==> src/rtl/uart_tx_cfg.sv <==
// Runtime-configurable UART transmitter: 5..NB_DATA data bits, none/even/odd parity, 1 or 2 stop bits.
// Frame configuration and payload are captured when a frame is accepted, so later changes never disturb it.
module uart_tx_cfg #(
  parameter int NB_DATA    = 8,
  parameter int OVERSAMPLE = 16,
  parameter int NB_TICK    = 4
) (
  input  logic               i_clock,
  input  logic               i_reset,
  input  logic               i_s_tick,
  input  logic               i_tx_start,
  input  logic [NB_DATA-1:0] i_data,
  input  logic [3:0]         i_cfg_dbits,
  input  logic [1:0]         i_cfg_parity,
  input  logic               i_cfg_stop2,
  output logic               o_tx,
  output logic               o_ready,
  output logic               o_tx_done_tick
);

  localparam logic [2:0] ST_IDLE   = 3'd0;
  localparam logic [2:0] ST_START  = 3'd1;
  localparam logic [2:0] ST_DATA   = 3'd2;
  localparam logic [2:0] ST_PARITY = 3'd3;
  localparam logic [2:0] ST_STOP   = 3'd4;

  localparam logic [NB_TICK-1:0] TICK_LAST = NB_TICK'(OVERSAMPLE - 1);
  localparam logic [3:0]         DBITS_MIN = 4'd5;
  localparam logic [3:0]         DBITS_MAX = 4'(NB_DATA);

  logic [2:0]         state_reg, state_next;
  logic [NB_TICK-1:0] tick_reg, tick_next;
  logic [3:0]         bit_reg, bit_next;
  logic               stop_cnt_reg, stop_cnt_next;
  logic [NB_DATA-1:0] shift_reg, shift_next;
  logic [3:0]         dbits_reg, dbits_next;
  logic               par_en_reg, par_en_next;
  logic               par_bit_reg, par_bit_next;
  logic               stop2_reg, stop2_next;
  logic               tx_reg, tx_next;
  logic               done_reg, done_next;

  logic [3:0]         dbits_clamp;
  logic [NB_DATA-1:0] data_masked;
  logic               tick_last;

  assign dbits_clamp = (i_cfg_dbits < DBITS_MIN) ? DBITS_MIN :
                       (i_cfg_dbits > DBITS_MAX) ? DBITS_MAX : i_cfg_dbits;

  // Only the configured data bits take part in the parity calculation.
  generate
    for (genvar gi = 0; gi < NB_DATA; gi++) begin : g_mask
      localparam logic [3:0] IDX = 4'(gi);
      assign data_masked[gi] = i_data[gi] & (IDX < dbits_clamp);
    end
  endgenerate

  assign tick_last = i_s_tick && (tick_reg == TICK_LAST);

  always_comb begin
    state_next    = state_reg;
    tick_next     = tick_reg;
    bit_next      = bit_reg;
    stop_cnt_next = stop_cnt_reg;
    shift_next    = shift_reg;
    dbits_next    = dbits_reg;
    par_en_next   = par_en_reg;
    par_bit_next  = par_bit_reg;
    stop2_next    = stop2_reg;
    done_next     = 1'b0;

    if (state_reg != ST_IDLE && i_s_tick)
      tick_next = tick_last ? '0 : tick_reg + NB_TICK'(1);

    case (state_reg)
      ST_IDLE: begin
        if (i_tx_start) begin
          state_next    = ST_START;
          tick_next     = '0;
          bit_next      = '0;
          stop_cnt_next = 1'b0;
          shift_next    = i_data;
          dbits_next    = dbits_clamp;
          par_en_next   = i_cfg_parity[0] ^ i_cfg_parity[1];
          par_bit_next  = (^data_masked) ^ (i_cfg_parity == 2'b10);
          stop2_next    = i_cfg_stop2;
        end
      end
      ST_START: begin
        if (tick_last) begin
          state_next = ST_DATA;
          bit_next   = '0;
        end
      end
      ST_DATA: begin
        if (tick_last) begin
          if (bit_reg == dbits_reg - 4'd1) begin
            state_next    = par_en_reg ? ST_PARITY : ST_STOP;
            stop_cnt_next = 1'b0;
          end else begin
            shift_next = shift_reg >> 1;
            bit_next   = bit_reg + 4'd1;
          end
        end
      end
      ST_PARITY: begin
        if (tick_last) begin
          state_next    = ST_STOP;
          stop_cnt_next = 1'b0;
        end
      end
      ST_STOP: begin
        if (tick_last) begin
          if (stop2_reg && !stop_cnt_reg) begin
            stop_cnt_next = 1'b1;
          end else begin
            state_next = ST_IDLE;
            done_next  = 1'b1;
          end
        end
      end
      default: state_next = ST_IDLE;
    endcase
  end

  // The line level is derived from the next state so o_tx is a clean register output.
  always_comb begin
    tx_next = 1'b1;
    case (state_next)
      ST_START:  tx_next = 1'b0;
      ST_DATA:   tx_next = shift_next[0];
      ST_PARITY: tx_next = par_bit_next;
      default:   tx_next = 1'b1;
    endcase
  end

  always_ff @(posedge i_clock or posedge i_reset) begin
    if (i_reset) begin
      state_reg    <= ST_IDLE;
      tick_reg     <= '0;
      bit_reg      <= '0;
      stop_cnt_reg <= 1'b0;
      shift_reg    <= '0;
      dbits_reg    <= DBITS_MIN;
      par_en_reg   <= 1'b0;
      par_bit_reg  <= 1'b0;
      stop2_reg    <= 1'b0;
      tx_reg       <= 1'b1;
      done_reg     <= 1'b0;
    end else begin
      state_reg    <= state_next;
      tick_reg     <= tick_next;
      bit_reg      <= bit_next;
      stop_cnt_reg <= stop_cnt_next;
      shift_reg    <= shift_next;
      dbits_reg    <= dbits_next;
      par_en_reg   <= par_en_next;
      par_bit_reg  <= par_bit_next;
      stop2_reg    <= stop2_next;
      tx_reg       <= tx_next;
      done_reg     <= done_next;
    end
  end

  assign o_tx           = tx_reg;
  assign o_ready        = (state_reg == ST_IDLE);
  assign o_tx_done_tick = done_reg;

endmodule

==> config.mk <==
export PLATFORM = sky130hd
export DESIGN_NAME = uart_tx_cfg
export DESIGN_NICKNAME = d
export VERILOG_FILES = /design/src/rtl/uart_tx_cfg.sv
export SDC_FILE = /design/constraint.sdc
export NUM_CORES = 1
export LEC_CHECK = 0
export CAP_MARGIN = 10
export CORE_ASPECT_RATIO = 0.8
export CORE_MARGIN = 3
export CORE_UTILIZATION = 45
export CTS_CLUSTER_SIZE = 24
export DETAILED_ROUTE_END_ITERATION = 8
export PLACE_DENSITY = 0.67
export SLEW_MARGIN = 20
export SYNTH_ARGS = -nofsm -noshare
export SYNTH_HDL_FRONTEND = slang
export SYNTH_SLANG_ARGS = --single-unit
==> constraint.sdc <==
create_clock -name i_clock -period 4.9 [get_ports i_clock]
set_clock_uncertainty 0.05 [all_clocks]
set_input_delay 0.49 -clock i_clock [delete_from_list [all_inputs] [get_ports i_clock]]
set_output_delay 0.49 -clock i_clock [all_outputs]
set_load 0.02 [all_outputs]
==> summary by stage <==
Placement
The total half-perimeter wirelength after legalization and detailed placement is 2520 um. During placement, the flow inserted port buffers numbering 21. In this run, placement finished with an instance count of 225. The placed instance area is 1900 um2.

The routability congestion estimate is approximately 0.80.

Clock tree
The root buffer selected by CTS is sky130_fd_sc_hd__clkbuf_8. The number of setup buffers added after CTS is 0. The clock passes through at most 2 buffers.

TritonCTS built the clock tree. The post-cts resize count is 0. The H-tree depth is 2. The clock insertion delay at the later pin of the skew report is 280 ps. For this design, the sink count on the clock tree is 29.

The number of clock buffers added by TritonCTS is 5. For this design, the CTS-stage hold fixing added 0 buffers. Clock-pin slew was measured on the worst setup and hold paths at roughly 60 ps.

Hold path
The startpoint identified for the worst hold timing path is shift_reg[4]$_DFFE_PP0P_. The number of cells traversed by the worst hold path is 1. In this run the worst hold path is classified as reg2reg. The path with the worst hold slack has its endpoint at shift_reg[4]$_DFFE_PP0P_.

Finish
The final non-filler cell area is 1980 um2. The count of non-filler cells in the finished layout is 233. Fill cells in the final layout number 319.

Registers take 729 um2. The synthesis-to-finish area growth is 20.2%. In the layout the commonest cells are sky130_fd_sc_hd__dfrtp_1, sky130_fd_sc_hd__nand2_1, sky130_fd_sc_hd__clkdlybuf4s50_1.

The register with the most flip-flops in the layout has 8 of them. The post-layout net count is 213. In the final layout, the share of cells above drive strength 1 is 0.110.

In the final layout, the multi-input gates occupy ~880 um2. The leading cell type in the layout, fill and taps excluded is sky130_fd_sc_hd__dfrtp_1. 0 antenna diodes ended up in the layout.

Setup path
The critical path buffer and inverter count is 1. The arrival time of data at the critical path endpoint is approximately 1900 ps. The category of the worst setup path launch point is a register. For this run, the slowest stage of the critical path takes 670 ps. On the critical path the largest part of the delay comes from buffers and inverters. The critical path required time is 4360 ps. The setup path with the least slack is of type reg2out. The reg-to-reg endpoint is o_tx$_DFF_PP1_. Along the worst path, the maximum fanout reaches 11.

For the worst flop-to-flop path, the logic depth is 8. The slowest stage of the critical path belongs to the cell sky130_fd_sc_hd__clkdlybuf4s50_1. The startpoint of the most critical register-to-register path is dbits_reg[0]$_DFFE_PP1P_.

The worst setup path is captured at a primary output. The critical path goes through nor3_1 > clkdlybuf4s50_1. The setup slack of the worst register-to-register path is around 2600 ps.

STA
The number of max-slew violations in the final report was 0. Subtracting the final worst setup slack from the clock period gives 2390 ps. Setup repair after global routing left no endpoint under its margin. Based on the critical path, the design can be clocked at up to 0.419 GHz. In this run the tightest slew margin relative to its limit is 0.518.

Setup violations remaining at the end of the flow were counted as 0. In the final timing run, aggregate negative setup slack is 0 ps. At the pin with the least slew margin, the transition time is 721 ps.

The count of endpoints failing hold in the final timing report is 0. The portion of the clock cycle consumed by the worst path in the final layout is 0.487.

Global routing
The global route total overflow is 0. The number of global-route vias before repair is 1243. Entering global routing, the biggest net connects 30 pins. The number of antenna violations at the first check in global routing was 0. Across every metal layer, demand over resource in global routing totals 0.180.

The first global-routing pass estimated 5930 um of wire.

Yosys
In the synthesized netlist the async set-or-reset flop fraction comes to 1.00. Of the synthesized area, sequential elements account for 0.442. The predominant post-synthesis flop cell is sky130_fd_sc_hd__dfrtp_1. The cell area that synthesis handed to floorplanning was 1650 um2. The Yosys step of the flow raised 0 warnings. The largest total area in the synthesized netlist belongs to sky130_fd_sc_hd__dfrtp_1.

The number of storage elements in the synthesis netlist is 29. The proportion of netlist area held by the largest area contributor is 0.394. Counting flops with a built-in enable in the synthesized netlist gives 0. Synthesis handed over a netlist of around 170 instances. The number of nets handed over by synthesis was approximately 190. A synthesized cell averages between 9 and 10 um2.

Counting distinct cell types in the post-synthesis netlist gives 44. In the post-synthesis netlist, the biggest area contributors are sky130_fd_sc_hd__dfrtp_1, sky130_fd_sc_hd__xnor2_1, sky130_fd_sc_hd__nand2_1.

Power
The worst voltage drop across the vdd grid is between 0.2 and 0.25 mV. Total power for the finished layout comes to 1.00 mW. In this run the static leakage power is 0.865 nW. In this run the power density over the cells is approximately 510 nW/um2.

Status
The flow ran to the end, and the final reports show no timing, DRC or antenna violations.

Floorplan
The die covers 4430 um2. In this run the count of I/O pins placed on the die edge is 22. The initial utilization of the core area, before any placement, comes to 0.475. The floorplan has 19 rows. The height of the die is 60.2 um. The horizontal extent of the die is between 70 and 80 um. After floorplanning, the core was sized to cover between 3000 and 4000 um2.

Route
The routed wire length is 3440 um. The count of nets left with antenna violations once routing finished came out at 0. The detailed router finished its first iteration with 114 violations. The count of unresolved DRC violations after routing is 0. The total iterations of the first detailed-routing run is 4. The average vias per placed instance is 5.64. The total vias in the final route is around 1300.

The wire length per cell is 14.8 um.

Run
Across the run, the number of max-cap violations was 0.
layer usage:
layer	vias to the layer above	global-route usage	routed length (um)
met5	-	0	0
met4	0	0.0594	46
met3	7	0.0672	208
met2	35	0.261	1560
met1	625	0.247	1630
li1	646	-	-
power breakdown:
part	total [mW]	internal, mW	switching (mW)
clock network	0.186	0.101	0.0855
registers	0.415	0.333	0.0824
logic	0.401	0.193	0.208
Yosys cell counts, drive strengths merged, types with 2 or more instances:
master,n
dfrtp,26
nand2,25
a21oi,14
xnor2,12
a22o,8
inv,8
nor2,7
o21ai,7
a21o,6
nor3,5
ha,4
nand3,4
o31ai,4
clkbuf,3
dfstp,3
mux2,3
o211ai,3
xor2,3
and3,2
and4,2
o22ai,2
stage by stage:
stage,setup WS (ps),hold slack [ps],utilization
finish,2510,426,0.571
global route,2410,458,0.571
CTS,2460,430,0.570
detailed placement,2180,417,0.547
global placement,2250,413,0.547
floorplan,2730,400,-
cell families after synthesis:
logic type / after synthesis / synth area share
AND/OR/NAND/NOR: 50 / 0.150
multiplexers: 4 / 0.0288
XOR/XNOR: 16 / 0.0948
flip-flops: 29 / 0.442
adder cells (fa/ha/maj): 4 / 0.0303
AO/OA/AOI/OAI: 51 / 0.226
buffers and inverters: 12 / 0.0280
area by class of cell:
class	instances	share of cell area
flip-flops and latches	29	0.368
multi-input cells	125	0.444
inverters	8	0.0151
well taps	42	0.0265
clock buffers	8	0.0404
repair buffers	21	0.106
worst max-delay path by stage:
stage / start / end / slack (ps) / cells past startpoint
after CTS: i_tx_start / o_tx$_DFF_PP1_ / 2460 / 6
after global routing: state_reg[0]$_DFF_PP0_ / o_ready / 2410 / 2
after floorplan: dbits_reg[0]$_DFFE_PP1P_ / o_tx$_DFF_PP1_ / 2730 / 8
after detailed placement: i_tx_start / o_tx$_DFF_PP1_ / 2180 / 6
after global placement: i_tx_start / o_tx$_DFF_PP1_ / 2250 / 6
final: state_reg[0]$_DFF_PP0_ / o_ready / 2510 / 2
Note: power is estimated with default switching activity, not from simulation.
